--- src/rtl/fact_pkg.sv ---
`default_nettype none
// ============================================================================
// Module      : fact_pkg
// Description : Shared types and default widths for the factorial math block.
//               The inverse-factorial states use an IF_ prefix so they do not
//               clash with the forward factorial engine's state names.
// Revision    : 1.0 - initial release
// ============================================================================
package fact_pkg;

   localparam int DATA_W_DEF = 16;
   localparam int N_W_DEF    = 8;

   typedef enum logic [1:0] {
      IF_IDLE    = 2'd0,
      IF_SEARCH  = 2'd1,
      IF_DONE_ST = 2'd2
   } inv_fact_state_t;

endpackage
`default_nettype wire

--- src/rtl/inv_factorial_if.sv ---
`default_nettype none
// ============================================================================
// Module      : inv_factorial_if
// Description : Start/done request interface of the inverse-factorial engine.
//               Optional macro INV_FACT_REMAINDER_EN adds the rem_out signal.
// Revision    : 1.0 - initial release
// ============================================================================
interface inv_factorial_if
   import fact_pkg::*;
#(
   parameter int DATA_W = DATA_W_DEF,
   parameter int N_W    = N_W_DEF
);

   logic              start;
   logic [DATA_W-1:0] fdata_in;
   logic              busy;
   logic              done;
   logic [N_W-1:0]    n_out;
   logic              exact;
`ifdef INV_FACT_REMAINDER_EN
   logic [DATA_W-1:0] rem_out;
`endif

`ifdef INV_FACT_REMAINDER_EN
   modport master (output start, output fdata_in,
                   input busy, input done, input n_out, input exact, input rem_out);
   modport slave  (input start, input fdata_in,
                   output busy, output done, output n_out, output exact, output rem_out);
`else
   modport master (output start, output fdata_in,
                   input busy, input done, input n_out, input exact);
   modport slave  (input start, input fdata_in,
                   output busy, output done, output n_out, output exact);
`endif

endinterface
`default_nettype wire

--- src/rtl/fact_mul_cmp.sv ---
`default_nettype none
// ============================================================================
// Module      : fact_mul_cmp
// Description : Combinational multiply-compare step of the inverse factorial
//               search: prod = acc*(k+1) at full width, compared to target.
//               Optional macro INV_FACT_REMAINDER_EN adds the remainder path.
// Revision    : 1.0 - initial release
// ============================================================================
module fact_mul_cmp
   import fact_pkg::*;
#(
   parameter int DATA_W = DATA_W_DEF,
   parameter int N_W    = N_W_DEF
) (
   input  wire logic [DATA_W-1:0] acc_i,
   input  wire logic [N_W-1:0]    k_i,
   input  wire logic [DATA_W-1:0] target_i,
   output logic                   prod_le_o,
   output logic [DATA_W-1:0]      acc_next_o,
   output logic                   eq_o,
   output logic                   gt_o
`ifdef INV_FACT_REMAINDER_EN
   ,
   output logic [DATA_W-1:0]      rem_o
`endif
);

   // acc < 2^DATA_W and k+1 <= 2^N_W, so the product always fits in P_W bits.
   localparam int P_W = DATA_W + N_W;

   logic [P_W-1:0] w_acc_ext;
   logic [P_W-1:0] w_k1_ext;
   logic [P_W-1:0] w_prod;

   assign w_acc_ext  = {{N_W{1'b0}}, acc_i};
   assign w_k1_ext   = {{DATA_W{1'b0}}, k_i} + P_W'(1);
   assign w_prod     = w_acc_ext * w_k1_ext;

   assign prod_le_o  = (w_prod <= {{N_W{1'b0}}, target_i});
   // Only consumed when prod_le_o is set, in which case the upper bits are zero.
   assign acc_next_o = w_prod[DATA_W-1:0];
   assign eq_o       = (acc_i == target_i);
   // Only possible for target 0, where even 1! overshoots.
   assign gt_o       = (acc_i > target_i);

`ifdef INV_FACT_REMAINDER_EN
   assign rem_o      = target_i - acc_i;
`endif

endmodule
`default_nettype wire

--- src/rtl/inv_factorial.sv ---
`default_nettype none
// ============================================================================
// Module      : inv_factorial
// Description : Inverse factorial engine. Finds the largest n with n! <= V,
//               one multiply-compare per clock, and flags an exact match.
//               Optional macro INV_FACT_REMAINDER_EN adds rem_out = V - n!.
// Revision    : 1.0 - initial release
// ============================================================================
module inv_factorial
   import fact_pkg::*;
#(
   parameter int DATA_W = DATA_W_DEF,
   parameter int N_W    = N_W_DEF
) (
   input  wire logic       clk,
   input  wire logic       reset,
   inv_factorial_if.slave  bus
);

   inv_fact_state_t   state_q,  state_d;
   logic [DATA_W-1:0] target_q, target_d;
   logic [DATA_W-1:0] acc_q,    acc_d;
   logic [N_W-1:0]    k_q,      k_d;
   logic [N_W-1:0]    n_out_q,  n_out_d;
   logic              exact_q,  exact_d;
`ifdef INV_FACT_REMAINDER_EN
   logic [DATA_W-1:0] rem_q,    rem_d;
   logic [DATA_W-1:0] w_rem;
`endif

   logic              w_prod_le;
   logic [DATA_W-1:0] w_acc_next;
   logic              w_eq;
   logic              w_gt;
   logic              w_k_max;

   fact_mul_cmp #(
      .DATA_W (DATA_W),
      .N_W    (N_W)
   ) u_mul_cmp (
      .acc_i      (acc_q),
      .k_i        (k_q),
      .target_i   (target_q),
      .prod_le_o  (w_prod_le),
      .acc_next_o (w_acc_next),
      .eq_o       (w_eq),
      .gt_o       (w_gt)
`ifdef INV_FACT_REMAINDER_EN
      ,
      .rem_o      (w_rem)
`endif
   );

   // The counter saturates so n_out can never wrap.
   assign w_k_max = (k_q == {N_W{1'b1}});

   // State and datapath registers; reset aborts any search silently.
   always_ff @(posedge clk or posedge reset) begin
      if (reset) begin
         state_q  <= IF_IDLE;
         target_q <= '0;
         acc_q    <= '0;
         k_q      <= '0;
         n_out_q  <= '0;
         exact_q  <= 1'b0;
`ifdef INV_FACT_REMAINDER_EN
         rem_q    <= '0;
`endif
      end else begin
         state_q  <= state_d;
         target_q <= target_d;
         acc_q    <= acc_d;
         k_q      <= k_d;
         n_out_q  <= n_out_d;
         exact_q  <= exact_d;
`ifdef INV_FACT_REMAINDER_EN
         rem_q    <= rem_d;
`endif
      end
   end

   // Next-state logic: accept in IDLE, step until product overshoots, report.
   always_comb begin
      state_d  = state_q;
      target_d = target_q;
      acc_d    = acc_q;
      k_d      = k_q;
      n_out_d  = n_out_q;
      exact_d  = exact_q;
`ifdef INV_FACT_REMAINDER_EN
      rem_d    = rem_q;
`endif
      case (state_q)
         IF_IDLE: begin
            if (bus.start) begin
               target_d = bus.fdata_in;
               acc_d    = DATA_W'(1);
               k_d      = N_W'(1);
               state_d  = IF_SEARCH;
            end
         end
         IF_SEARCH: begin
            if (w_prod_le && !w_k_max) begin
               acc_d = w_acc_next;
               k_d   = k_q + N_W'(1);
            end else begin
               state_d = IF_DONE_ST;
               n_out_d = w_gt ? '0 : k_q;
               exact_d = w_eq;
`ifdef INV_FACT_REMAINDER_EN
               rem_d   = w_gt ? '0 : w_rem;
`endif
            end
         end
         IF_DONE_ST: begin
            state_d = IF_IDLE;
         end
         default: begin
            state_d = IF_IDLE;
         end
      endcase
   end

   assign bus.busy  = (state_q != IF_IDLE);
   assign bus.done  = (state_q == IF_DONE_ST);
   assign bus.n_out = n_out_q;
   assign bus.exact = exact_q;
`ifdef INV_FACT_REMAINDER_EN
   assign bus.rem_out = rem_q;
`endif

endmodule
`default_nettype wire

--- src/flat_wrapper.sv ---
// flat-port wrapper written by rule: the top's interface ports become plain ports
module inv_factorial_flat import fact_pkg::*;
#(
   parameter int DATA_W = DATA_W_DEF,
   parameter int N_W    = N_W_DEF
)
  (clk, reset, bus_start, bus_fdata_in, bus_busy, bus_done, bus_n_out, bus_exact);
  inv_factorial_if #(.DATA_W(DATA_W), .N_W(N_W)) bus_i ();
  input  wire logic clk;
  input  wire logic reset;
  input wire logic [$bits(bus_i.start)-1:0] bus_start;
  input wire logic [$bits(bus_i.fdata_in)-1:0] bus_fdata_in;
  output wire logic [$bits(bus_i.busy)-1:0] bus_busy;
  output wire logic [$bits(bus_i.done)-1:0] bus_done;
  output wire logic [$bits(bus_i.n_out)-1:0] bus_n_out;
  output wire logic [$bits(bus_i.exact)-1:0] bus_exact;
  assign bus_i.start = bus_start;
  assign bus_i.fdata_in = bus_fdata_in;
  assign bus_busy = bus_i.busy;
  assign bus_done = bus_i.done;
  assign bus_n_out = bus_i.n_out;
  assign bus_exact = bus_i.exact;
  inv_factorial #(.DATA_W(DATA_W), .N_W(N_W)) u_core (.clk(clk), .reset(reset), .bus(bus_i));
endmodule
--- config.mk ---
export PLATFORM = sky130hd
export DESIGN_NAME = inv_factorial_flat
export DESIGN_NICKNAME = d
export VERILOG_FILES = /design/src/rtl/fact_pkg.sv /design/src/rtl/inv_factorial_if.sv /design/src/rtl/fact_mul_cmp.sv /design/src/rtl/inv_factorial.sv /design/src/flat_wrapper.sv
export SDC_FILE = /design/constraint.sdc
export NUM_CORES = 1
export LEC_CHECK = 0
export ABC_AREA = 1
export CAP_MARGIN = 10
export CORE_MARGIN = 5
export CORE_UTILIZATION = 40
export CTS_CLUSTER_SIZE = 14
export DETAILED_ROUTE_END_ITERATION = 10
export PLACE_DENSITY = 0.54
export SLEW_MARGIN = 10
export SYNTH_ARGS = -nofsm -noshare
export SYNTH_HDL_FRONTEND = slang
export SYNTH_SLANG_ARGS = --single-unit
--- constraint.sdc ---
create_clock -name clk -period 9.2 [get_ports clk]
set_clock_uncertainty 0.15 [all_clocks]
set_input_delay 2.3 -clock clk [delete_from_list [all_inputs] [get_ports clk]]
set_output_delay 2.3 -clock clk [all_outputs]
set_load 0.01 [all_outputs]
==> key figures <==
Min path
  – Hold path depth: 2
  – Hold Crit Class: flop to flop

Global routing
  – Largest net degree at the start of global routing: 57
  – Initial antenna violation count: 0
  – First-pass GRT wire length: 33300 um
  – GRT Util Overall: 18.9%
  – Vias in the first global route: 6481
  – Grt total ovfl: 0

Synth
  – Largest cells by area after synthesis: fa_1, dfrtp_1, nand2_1
  – Post-Synthesis Mean Instance Area: 7.31 um2
  – Synth cell count leaders: nand2_1, inv_1, nor2_1, fa_1, ha_1
  – Post-synth top area share: 25.7%
  – Count of different cell masters after synthesis: 37
  – Synth warnings: 0
  – Asr flop ratio synth: 100%
  – Register area share after synthesis: 16.7%
  – Top FF cell, synth: dfrtp_1
  – Register bit count reported by yosys: 51
  – Post-synth EDFFs: 0
  – Top-count cell post-synth: nand2_1
  – Largest area contributor in the netlist: fa_1
  – Post-Synthesis Cell Area: 7640 um2
  – Syn nets: 1239
  – Cells after Synth: 1046

Floorplanning
  – Die area: 22000 um2
  – CORE AREA: 18800 um2
  – Ports: 30
  – Die X: 148 um
  – Site Rows: 50
  – Initial Util: 40.7%
  – Die H: 148 um

STA
  – Unrepaired setup endpoints after global routing: no
  – Final setup fails: 0
  – Max Slew Vio Count: 0
  – Fin crit share: 87.8%
  – Tmin final: 8080 ps
  – Fmax: 0.124 GHz
  – Total negative slack: 0 ps
  – Final hold violation count: 0
  – Worst-margin pin slew: 925 ps
  – Worst relative slew slack: 38.2%
  – Final critical-path setup slack: 1120 ps

Power
  – Peak supply drop: 0.0000814 V
  – Leak: 0.00473 uW
  – PwrDens: 53.7 nW/um2
  – Power Total: 445 uW

Route
  – DR vias: 6364
  – Detail Route Antenna Nets: 0
  – Pre-Repair DR Iteration Count: 5
  – Wire length per cell: 15.2 um
  – DRC Markers: 0
  – WL final: 19600 um
  – Initial DRC Count: 400
  – Vias/cell: 4.92

Cells and area
  – Finished Cell Area: 8290 um2
  – Final net count: 1252
  – Layout Area Growth over Synthesis: 8.51%
  – FILL cells: 1984
  – Final cell count without fillers: 1293
  – Share of cells above drive strength 1: 2.55%
  – Antenna diode count: 0

CTS
  – Hold buffers post-CTS: 0
  – Clk pin slew, worst setup/hold paths: 60 ps
  – Clk Tree Root Cell: clkbuf_16
  – Post-CTS setup buffers: 0
  – Post_cts resized: 0
  – Clock Path Buffers: 2
  – Worst skew pair latency: 290 ps
  – Clk sink count: 51
  – CTS buffer count: 5
  – CTS tree: built
  – Htree depth: 2

Placed design
  – Pre-CTS setup slack: 1200 ps
  – Port bufs: 29
  – Cells after DPL: 1286
  – Post-DP HPWL: 16200 um
  – Placed Area: 8130 um2
  – GPL Wtd Cong: 0.900

Critical path
  – Stages on worst setup path: 36
  – Crit end category: flop
  – Crit path DAT: 8160 ps
  – WP data required: 9280 ps
  – Crit-path leading delay family: simple AND/OR/NAND/NOR gates
  – Most frequent CP cell: nand2_1
  – Bufs and invs on worst path: 8
  – Crit-path max FO: 25
  – Max stage delay cell, worst path: fa_1
  – Worst path max stage delay: 550 ps
  – Crit Path Category: flop to flop
  – CP Launch Type: flop
  – R2R cell count: 36

Job
  – Max Cap Violations: 0

Status
  – Status: complete, no violations
## worst paths after layout
kind,start,endpoint,slack (ps)
max in group asynchronous,reset,u_core.acc_q[6],6090
hold reg to reg,u_core.bus.n_out[0],u_core.bus.n_out[0],330
hold / removal,u_core.bus.n_out[0],u_core.bus.n_out[0],330
setup / recovery,u_core.k_q[0],u_core.acc_q[10],1120
min in group asynchronous,reset,u_core.bus.n_out[2],2350
setup reg to reg,u_core.k_q[0],u_core.acc_q[10],1120
## metrics by stage
step	util [%]	hold slack, ps
after detailed placement	43.3	317
after global routing	44.2	362
after CTS	44.2	333
after global placement	43.3	321
final	44.2	327
after floorplan	-	349
## placed cells by master, fill, tap and decap left out, types with 3 or more instances in the layout
| cell type | synthesis | routed |
|---|---|---|
| nand2_1 | 259 | 258 |
| nor2_1 | 147 | 147 |
| inv_2 | 3 | 4 |
| clkbuf_16 | 0 | 5 |
| nand3_1 | 47 | 47 |
| clkdlybuf4s50_1 | 0 | 29 |
| o21ai_0 | 10 | 10 |
| and2_1 | 3 | 3 |
| nand3_2 | 4 | 4 |
| a21o_1 | 4 | 4 |
| a21oi_1 | 41 | 41 |
| ha_1 | 76 | 76 |
| dfrtp_1 | 51 | 51 |
| xor2_1 | 11 | 11 |
| fa_1 | 98 | 98 |
| o21ai_1 | 10 | 10 |
| buf_4 | 1 | 4 |
| nor3_1 | 8 | 8 |
| inv_1 | 225 | 224 |
| nand4_1 | 4 | 4 |
## per-layer routing
layer  global-route usage [%]  vias up  routed length [um]
li1                         -     3151                   -
met1                     27.8     3067                9480
met2                     30.6      127                9100
met3                     1.86       19                 697
met4                     3.79        0                 374
met5                        0        -                   0
## worst reg2reg max path, delay by kind of cell (launching register included)
kind | cells | cell delay [ps]
AND/OR/NAND/NOR | 19 | 2990
adder cells (fa/ha/maj) | 6 | 2780
buffers and inverters | 8 | 940
flip-flops | 1 | 450
AO/OA/AOI/OAI | 2 | 370
XOR/XNOR | 1 | 330
## layout make-up
| class | instances | area, um2 | share of cell area, % |
|---|---|---|---|
| clock buffers | 6 | 129 | 1.55 |
| clock inverters | 1 | 30.0 | 0.362 |
| well taps | 234 | 293 | 3.53 |
| repair buffers | 33 | 320 | 3.86 |
| flip-flops and latches | 51 | 1280 | 15.4 |
| multi-input cells | 739 | 5390 | 64.9 |
| inverters | 229 | 860 | 10.4 |
## power by group
part / switching, uW / internal (uW)
combinational: 5.57 / 6.94
clock: 81.5 / 127
sequential: 0 / 224
total: 87.0 / 358
## cells by family (layout without fill, tap and decap cells)
kind of cell	count (synthesis)	count (layout)	share of synthesized area [%]
DFF	51	51	16.7
AOI/OAI and AO/OA	69	69	4.80
and+or+nand+nor	482	482	25.9
adders and majority gates	174	174	38.1
buffers and inverters	256	269	12.9
xor gates and xnor gates	13	13	1.49
muxes	1	1	0.147
## state kept, by name, summed over array words and instances (netlist names)
register	count
u_core.target_q	16
u_core.acc_q	16
u_core.k_q	8
u_core.state_q	2
u_core.bus.n_out	8
u_core.bus.exact	1
No activity file was read; power rests on OpenSTA's default activity.
